<file path="src/rtl/soc_spi_sram_responder.sv">
// SoC word-SRAM port responder: turns each cs/we/addr request into one SPI transaction
// (cmd, 24-bit address, 32 data bits) against a serial SPI SRAM in sequential mode.
module soc_spi_sram_responder #(
    parameter int ADDR_W = 17
) (
    input  logic        clk,
    input  logic        i_rst_n,
    input  logic        sram_cs,
    input  logic        sram_we,
    input  logic [31:0] sram_addr,
    input  logic [31:0] sram_data_write,
    output logic [31:0] sram_data_read,
    output logic        sram_ack,
    output logic        spi_cs_n,
    output logic        spi_sck,
    output logic        spi_mosi,
    input  logic        spi_miso
);

    localparam logic [1:0] IDLE  = 2'd0;
    localparam logic [1:0] SHIFT = 2'd1;
    localparam logic [1:0] ACK   = 2'd2;
    localparam logic [1:0] DONE  = 2'd3;

    localparam logic [7:0] CMD_READ  = 8'h03;
    localparam logic [7:0] CMD_WRITE = 8'h02;

    // Memory words are little-endian by byte, while each byte goes out MSB first.
    function automatic logic [31:0] bswap32(input logic [31:0] w);
        return {w[7:0], w[15:8], w[23:16], w[31:24]};
    endfunction

    logic [1:0]  state_q, state_d;
    logic [63:0] tx_q, tx_d;
    logic [31:0] rx_q, rx_d;
    logic [5:0]  bit_cnt_q, bit_cnt_d;
    logic        phase_q, phase_d;
    logic        we_q, we_d;
    logic        cs_n_q, cs_n_d;
    logic        sck_q, sck_d;
    logic        mosi_q, mosi_d;
    logic        ack_q, ack_d;
    logic [31:0] rdata_q, rdata_d;

    logic [33:0] byte_addr;
    logic [23:0] spi_addr;
    logic        unused_addr_hi;

    assign byte_addr      = {sram_addr, 2'b00};
    assign spi_addr       = 24'(byte_addr[ADDR_W-1:0]);
    assign unused_addr_hi = ^byte_addr[33:ADDR_W];

    always_comb begin
        state_d   = state_q;
        tx_d      = tx_q;
        rx_d      = rx_q;
        bit_cnt_d = bit_cnt_q;
        phase_d   = phase_q;
        we_d      = we_q;
        cs_n_d    = 1'b1;
        sck_d     = 1'b0;
        mosi_d    = 1'b0;
        ack_d     = 1'b0;
        rdata_d   = rdata_q;

        case (state_q)
            IDLE: begin
                if (sram_cs) begin
                    we_d      = sram_we;
                    tx_d      = {sram_we ? CMD_WRITE : CMD_READ, spi_addr,
                                 sram_we ? bswap32(sram_data_write) : 32'h0};
                    bit_cnt_d = 6'd0;
                    phase_d   = 1'b0;
                    cs_n_d    = 1'b0;
                    mosi_d    = tx_d[63];
                    state_d   = SHIFT;
                end
            end
            SHIFT: begin
                cs_n_d = 1'b0;
                if (!phase_q) begin
                    phase_d = 1'b1;
                    sck_d   = 1'b1;
                    mosi_d  = mosi_q;
                end else begin
                    // Falling SCK: memory has had a full clk to drive MISO since the rising edge.
                    phase_d   = 1'b0;
                    rx_d      = {rx_q[30:0], spi_miso};
                    tx_d      = {tx_q[62:0], 1'b0};
                    bit_cnt_d = 6'(bit_cnt_q + 6'd1);
                    if (bit_cnt_q == 6'd63) begin
                        cs_n_d  = 1'b1;
                        ack_d   = 1'b1;
                        state_d = ACK;
                        if (!we_q) begin
                            rdata_d = bswap32(rx_d);
                        end
                    end else begin
                        mosi_d = tx_d[63];
                    end
                end
            end
            ACK: begin
                state_d = DONE;
            end
            default: begin
                // Swallows the cycle in which the initiator's cs is still high after ack.
                state_d = IDLE;
            end
        endcase
    end

    always_ff @(posedge clk or negedge i_rst_n) begin
        if (!i_rst_n) begin
            state_q   <= IDLE;
            tx_q      <= '0;
            rx_q      <= '0;
            bit_cnt_q <= '0;
            phase_q   <= 1'b0;
            we_q      <= 1'b0;
            cs_n_q    <= 1'b1;
            sck_q     <= 1'b0;
            mosi_q    <= 1'b0;
            ack_q     <= 1'b0;
            rdata_q   <= '0;
        end else begin
            state_q   <= state_d;
            tx_q      <= tx_d;
            rx_q      <= rx_d;
            bit_cnt_q <= bit_cnt_d;
            phase_q   <= phase_d;
            we_q      <= we_d;
            cs_n_q    <= cs_n_d;
            sck_q     <= sck_d;
            mosi_q    <= mosi_d;
            ack_q     <= ack_d;
            rdata_q   <= rdata_d;
        end
    end

    assign sram_data_read = rdata_q;
    assign sram_ack       = ack_q;
    assign spi_cs_n       = cs_n_q;
    assign spi_sck        = sck_q;
    assign spi_mosi       = mosi_q;

endmodule

</file>
<file path="config.mk">
export PLATFORM = sky130hd
export DESIGN_NAME = soc_spi_sram_responder
export DESIGN_NICKNAME = d
export VERILOG_FILES = /design/src/rtl/soc_spi_sram_responder.sv
export SDC_FILE = /design/constraint.sdc
export NUM_CORES = 1
export LEC_CHECK = 0
export ABC_AREA = 1
export CAP_MARGIN = 20
export CORE_UTILIZATION = 50
export CTS_BUF_LIST = sky130_fd_sc_hd__clkbuf_4 sky130_fd_sc_hd__clkbuf_8
export DETAILED_ROUTE_END_ITERATION = 6
export PLACE_DENSITY = 0.79
export SYNTH_ARGS = -nofsm -noshare
export SYNTH_HDL_FRONTEND = slang
export SYNTH_SLANG_ARGS = --single-unit
</file>
<file path="constraint.sdc">
create_clock -name clk -period 1.65 [get_ports clk]
set_input_delay 0.33 -clock clk [delete_from_list [all_inputs] [get_ports clk]]
set_output_delay 0.33 -clock clk [all_outputs]
set_load 0.02 [all_outputs]
</file>
# After elaboration in Yosys (flattened, before gate mapping)
# Cells that the tools add are included.
[word_totals]
n_memories = 0
inputBits = 69
mem_bits_rw = 0
latchBits = 0
regBits = 140
rom_bits = 0
out_inout_bits = 36
[classes]
n_shift = 0
order_cmp = 0
n_reduce_logical = 8
n_eq_ne = 6
div_mod_pow = 0
multipliers = 0
n_mux = 24
n_bitwise = 1
n_addsub = 1
[ops]
columns = ["op", "n"]
rows = [
  ["$mux 63", 2],
  ["$pmux 63 s2", 1],
  ["$mux 32", 1],
  ["$mux 6", 2],
  ["$pmux 6 s2", 1],
  ["$mux 1", 10],
  ["$add 6x1->6 const B", 1],
  ["$eq 6x6->1 const B", 1],
  ["$mux 2", 3],
  ["$ne 2x2->1 const B", 3],
  ["$pmux 1 s2", 3],
  ["$pmux 2 s3", 1],
  ["$reduce_and 2->1", 3],
  ["$reduce_and 3->1", 2],
  ["$reduce_and 4->1", 1],
  ["$eq 2x1->1 const B", 1],
  ["$eq 2x2->1 const B", 1],
  ["$logic_not 2->1", 1],
  ["$reduce_bool 2->1", 1],
  ["$not 1->1", 1],
]

# Depth between registers and ports, before layout
[logic_depth]
word_depth = 4
ltp_mapped = 9
mapped_depth_nobuf = 8

# Worst setup path after synthesis
# No wires, ideal clock.
[synth_timing]
path_kind = "register to register"
start = "register state_q[1]"
end = "register tx_q[14]"
setup_time_ns = 0.131
arrival_time_ns = 1.452
path_stages_with_launch = 10
slack_ns = 0.068
synth_period_minus_slack_ns = 1.582
path_buffers = 3
required_time_ns = 1.519
cell_sequence = "dfrtp_1 -> inv_1 -> ha_1 -> buf_4 -> nor2_1 -> nor2_4 -> buf_2 -> buf_4 -> nand2_1 -> o21ai_0"
[synth_via]
elab_chain_cells = 3
elab_cells_between_ends = 7
[synth_lines]
columns = ["element", "line_no", "text"]
rows = [
  ["from (decl)", "33", "logic [1:0] state_q, state_d;"],
  ["from (signal assigned)", "127", "state_q <= state_d;"],
  ["$eq 2x1->1 or $logic_not 2->1 (tied branches)", "66", "case (state_q)"],
  ["$ne 2x2->1 (no source line) or $reduce_bool 2->1 (tied branches)", "n/a", ""],
  ["$reduce_and 3->1 (no source line)", "n/a", ""],
  ["to (signal assigned)", "128", "tx_q <= tx_d;"],
  ["to (decl)", "34", "logic [63:0] tx_q, tx_d;"],
]
# Several ways; a longest one is shown, not always the timed one.
# A chain may end at the register's enable or synchronous reset.

# Worst setup path after layout
[layout_timing]
start = "register state_q[0]"
end = "register tx_q[2]"
# The elaborated chain is that of the path after synthesis.

==> impl_results.md <==
- Num rows: 40
- Final WL: 13.0 mm
- Worst reg2reg path startpoint: state_q[0]
- Cells on worst reg2reg path: 8
- Req. time, crit path: roughly 2000 ps
- Area growth syn-to-layout: 27.9%
- Most used DFF post-synth: dfrtp_1
- CP arrival: approximately 1900 ps
- DRT Pass-1 Iters: 7
- Ys async rst share: 100%
- GRT Util Overall: 20.3%
- Clk sinks: 140
- #FFs+latches synth: 140
- Routed vias: 5,112
- Vias in the first global route: 4,789
- Layout cells sized above 1: 11.1%
- Largest area contributor in the netlist: dfrtp_1
- CTS tree: done
- Synth top area cells: dfrtp_1 (57%), nand2_1 (14%), o21ai_0 (6.5%), inv_1 (4.7%), nand4_1 (3.8%)
- Post-DP HPWL: roughly 8 mm
- IO Port Bufs: 87
- Post-synth EDFFs: 0
- Finished Layout Cells: between 900 and 1,000
- Post-Syn Area per Cell: 8.66 um2
- GRT overflow: 0
- Min cycle time layout: between 1500 and 2000 ps
- Clock Latency Late Sink: 430 ps
- Worst hold slack: 391 ps
- Synth Warn #: 0
- CP Capture Type: flip-flop
- Post-route core utilization: 65.4%
- DRC violations left: 1
- CP max FO: 16
- Clock Path Buffers: 2
- RR Endpoint: tx_q[2]
- Worst-margin pin slew: 413 ps
- WS Path Type: reg2reg
- Nets: 884
- Post-Place Cells: ~920
- Die area: 0.0127 mm2
- PwrDens: 1520 mW/mm2
- Status: finished, violations left
- Initial antenna violation count: 0
- Share of the synthesized area in the top cell type: 56.6%
- Largest net degree at the start of global routing: 66
- Final instance area: roughly 0.0079 mm2
- Starting density of the core: 51.1%
- Inserted Clock Buffers: 17
- Area of the core: 0.0120 mm2
- Net count after synthesis: 783
- Min-delay worst type: in2async
- Final setup violation count: 0
- Lkg Pwr: 0.00396 uW
- First-pass GRT wire length: 21.0 mm
- Synthesized area: 0.00614 mm2
- Ports: 105
- Reg-to-reg setup timing slack: 70 ps
- Post-route ant nets: 0
- Most frequent cell after synthesis: nand2_1
- Reg clk slew, reported paths: approximately 80 ps
- Clock Skews: 13.4 ps
- Starting DRT DRC Count: 357
- Syn Inst Count: 709
- Period utilisation layout: a little over nine tenths
- Final worst slack: 68.9 ps
- Failing checks: design-rule violations
- Post-synth cell types: 27
- DIE WIDTH: approximately 110 um
- Worst rel slew slack: ~72%
- Slew Viols, Final: 0
- Die Y: 113 um
- Clock root buffer master: clkbuf_8
- F_max: 0.632 GHz
- H-tree levels: 4
- Max-cap violations: 0
- Worst vdd ir: 0.000914 V
- Register area share after synthesis: between 50% and 60%
- Placer Congestion: between 0.7 and 0.8
- Final Hold Violating Endpoints: 0
- CP Launch Type: flip-flop
- Via density: 5.27
- Routed WL per cell: 13.4 um
- DP Area: 0.00723 mm2
- DP Worst Slack: -127 ps
- Commonest cells post-synth: nand2_1 (232), dfrtp_1 (139), o21ai_0 (80)
- Diode count: 0
## worst max-delay path, stage by stage, from the launching register on
cell     delay [ps]
dfrtp_2         420
inv_2            70
ha_4            180
nand2_1         100
nand2_2          80
nor2_4          170
buf_4           180
buf_6           170
o21ai_0          90
## metrics by stage
stage	setup TNS, ps	total power (uW)
global route	-97.8	12800
detailed placement	-4370	8330
global placement	-1780	8120
floorplan	0	7210
finish	0	11900
CTS	0	11300
## final cells by class
| type | count | area (um2) |
|---|---|---|
| Clock buffer | 20 | 263 |
| Fill cell | 929 | 4160 |
| Sequential cell | 140 | 3510 |
| Multi-Input combinational cell | 446 | 2190 |
| Inverter | 79 | 299 |
| Timing Repair Buffer | 126 | 1250 |
| Clock inverter | 12 | 160 |
| Tap cell | 147 | 184 |
## state kept, by name, indices dropped and copies added, names as in the netlist, 2 cells and up
name            cells
sram_data_read     32
tx_q               63
bit_cnt_q           6
rx_q               31
state_q             2
## repair_timing
action,4_1_cts,5_1_grt
hold buffers,1,0
endpoints found under the hold margin,40,0
pin swaps,2,3
setup endpoints to repair,91,96
resized for setup,44,15
buffers inserted,1,8
cloned,0,6
## per-layer routing
metal / vias to the layer above / GRT usage [%] / share of wire, %
li1: 2510 / - / -
met1: 2463 / 25.4 / 45
met2: 129 / 35.8 / 50
met3: 10 / 4.18 / 4.1
met4: 0 / 5.96 / 0.79
met5: - / 0 / 0
## report_power, final
group	internal (uW)	total, uW	switching, uW
clock	1590	2920	1330
combinational	1780	4520	2740
sequential	4190	4480	298
total	7550	11900	4370
## layout by cell type (no fill, tap or decap), types with 18 or more instances in the layout
cell type,instances
nand2_1,230
inv_1,74
dlygate4sd2_1,35
nand4_1,37
clkdlybuf4s50_1,50
dfrtp_1,138
clkbuf_8,18
o21ai_0,77
buf_4,26
nand3_1,37
## logic make-up (layout without fill, tap and decap cells)
logic type      Yosys count  count (layout)  share of synthesized area [%]
buf+inv                 126             237                           8.72
compound gates          121             121                           10.9
flops                   140             140                           57.1
simple gates            317             320                           22.2
fa+ha+maj                 5               5                           1.02
## worst max path at each step
stage                    endpoint  cells past startpoint  slack, ps        from
2_1_floorplan            tx_q[14]                      9         70  state_q[1]
3_3_place_gp             tx_q[46]                      8        -60     sram_cs
3_5_place_dp             tx_q[45]                      8       -130     sram_cs
4_1_cts        sram_data_read[17]                      7          4  state_q[1]
5_1_grt                  tx_q[42]                      8        -10  state_q[1]
6_report                  tx_q[2]                      8         70  state_q[0]
No activity file was read; power rests on OpenSTA's default activity.
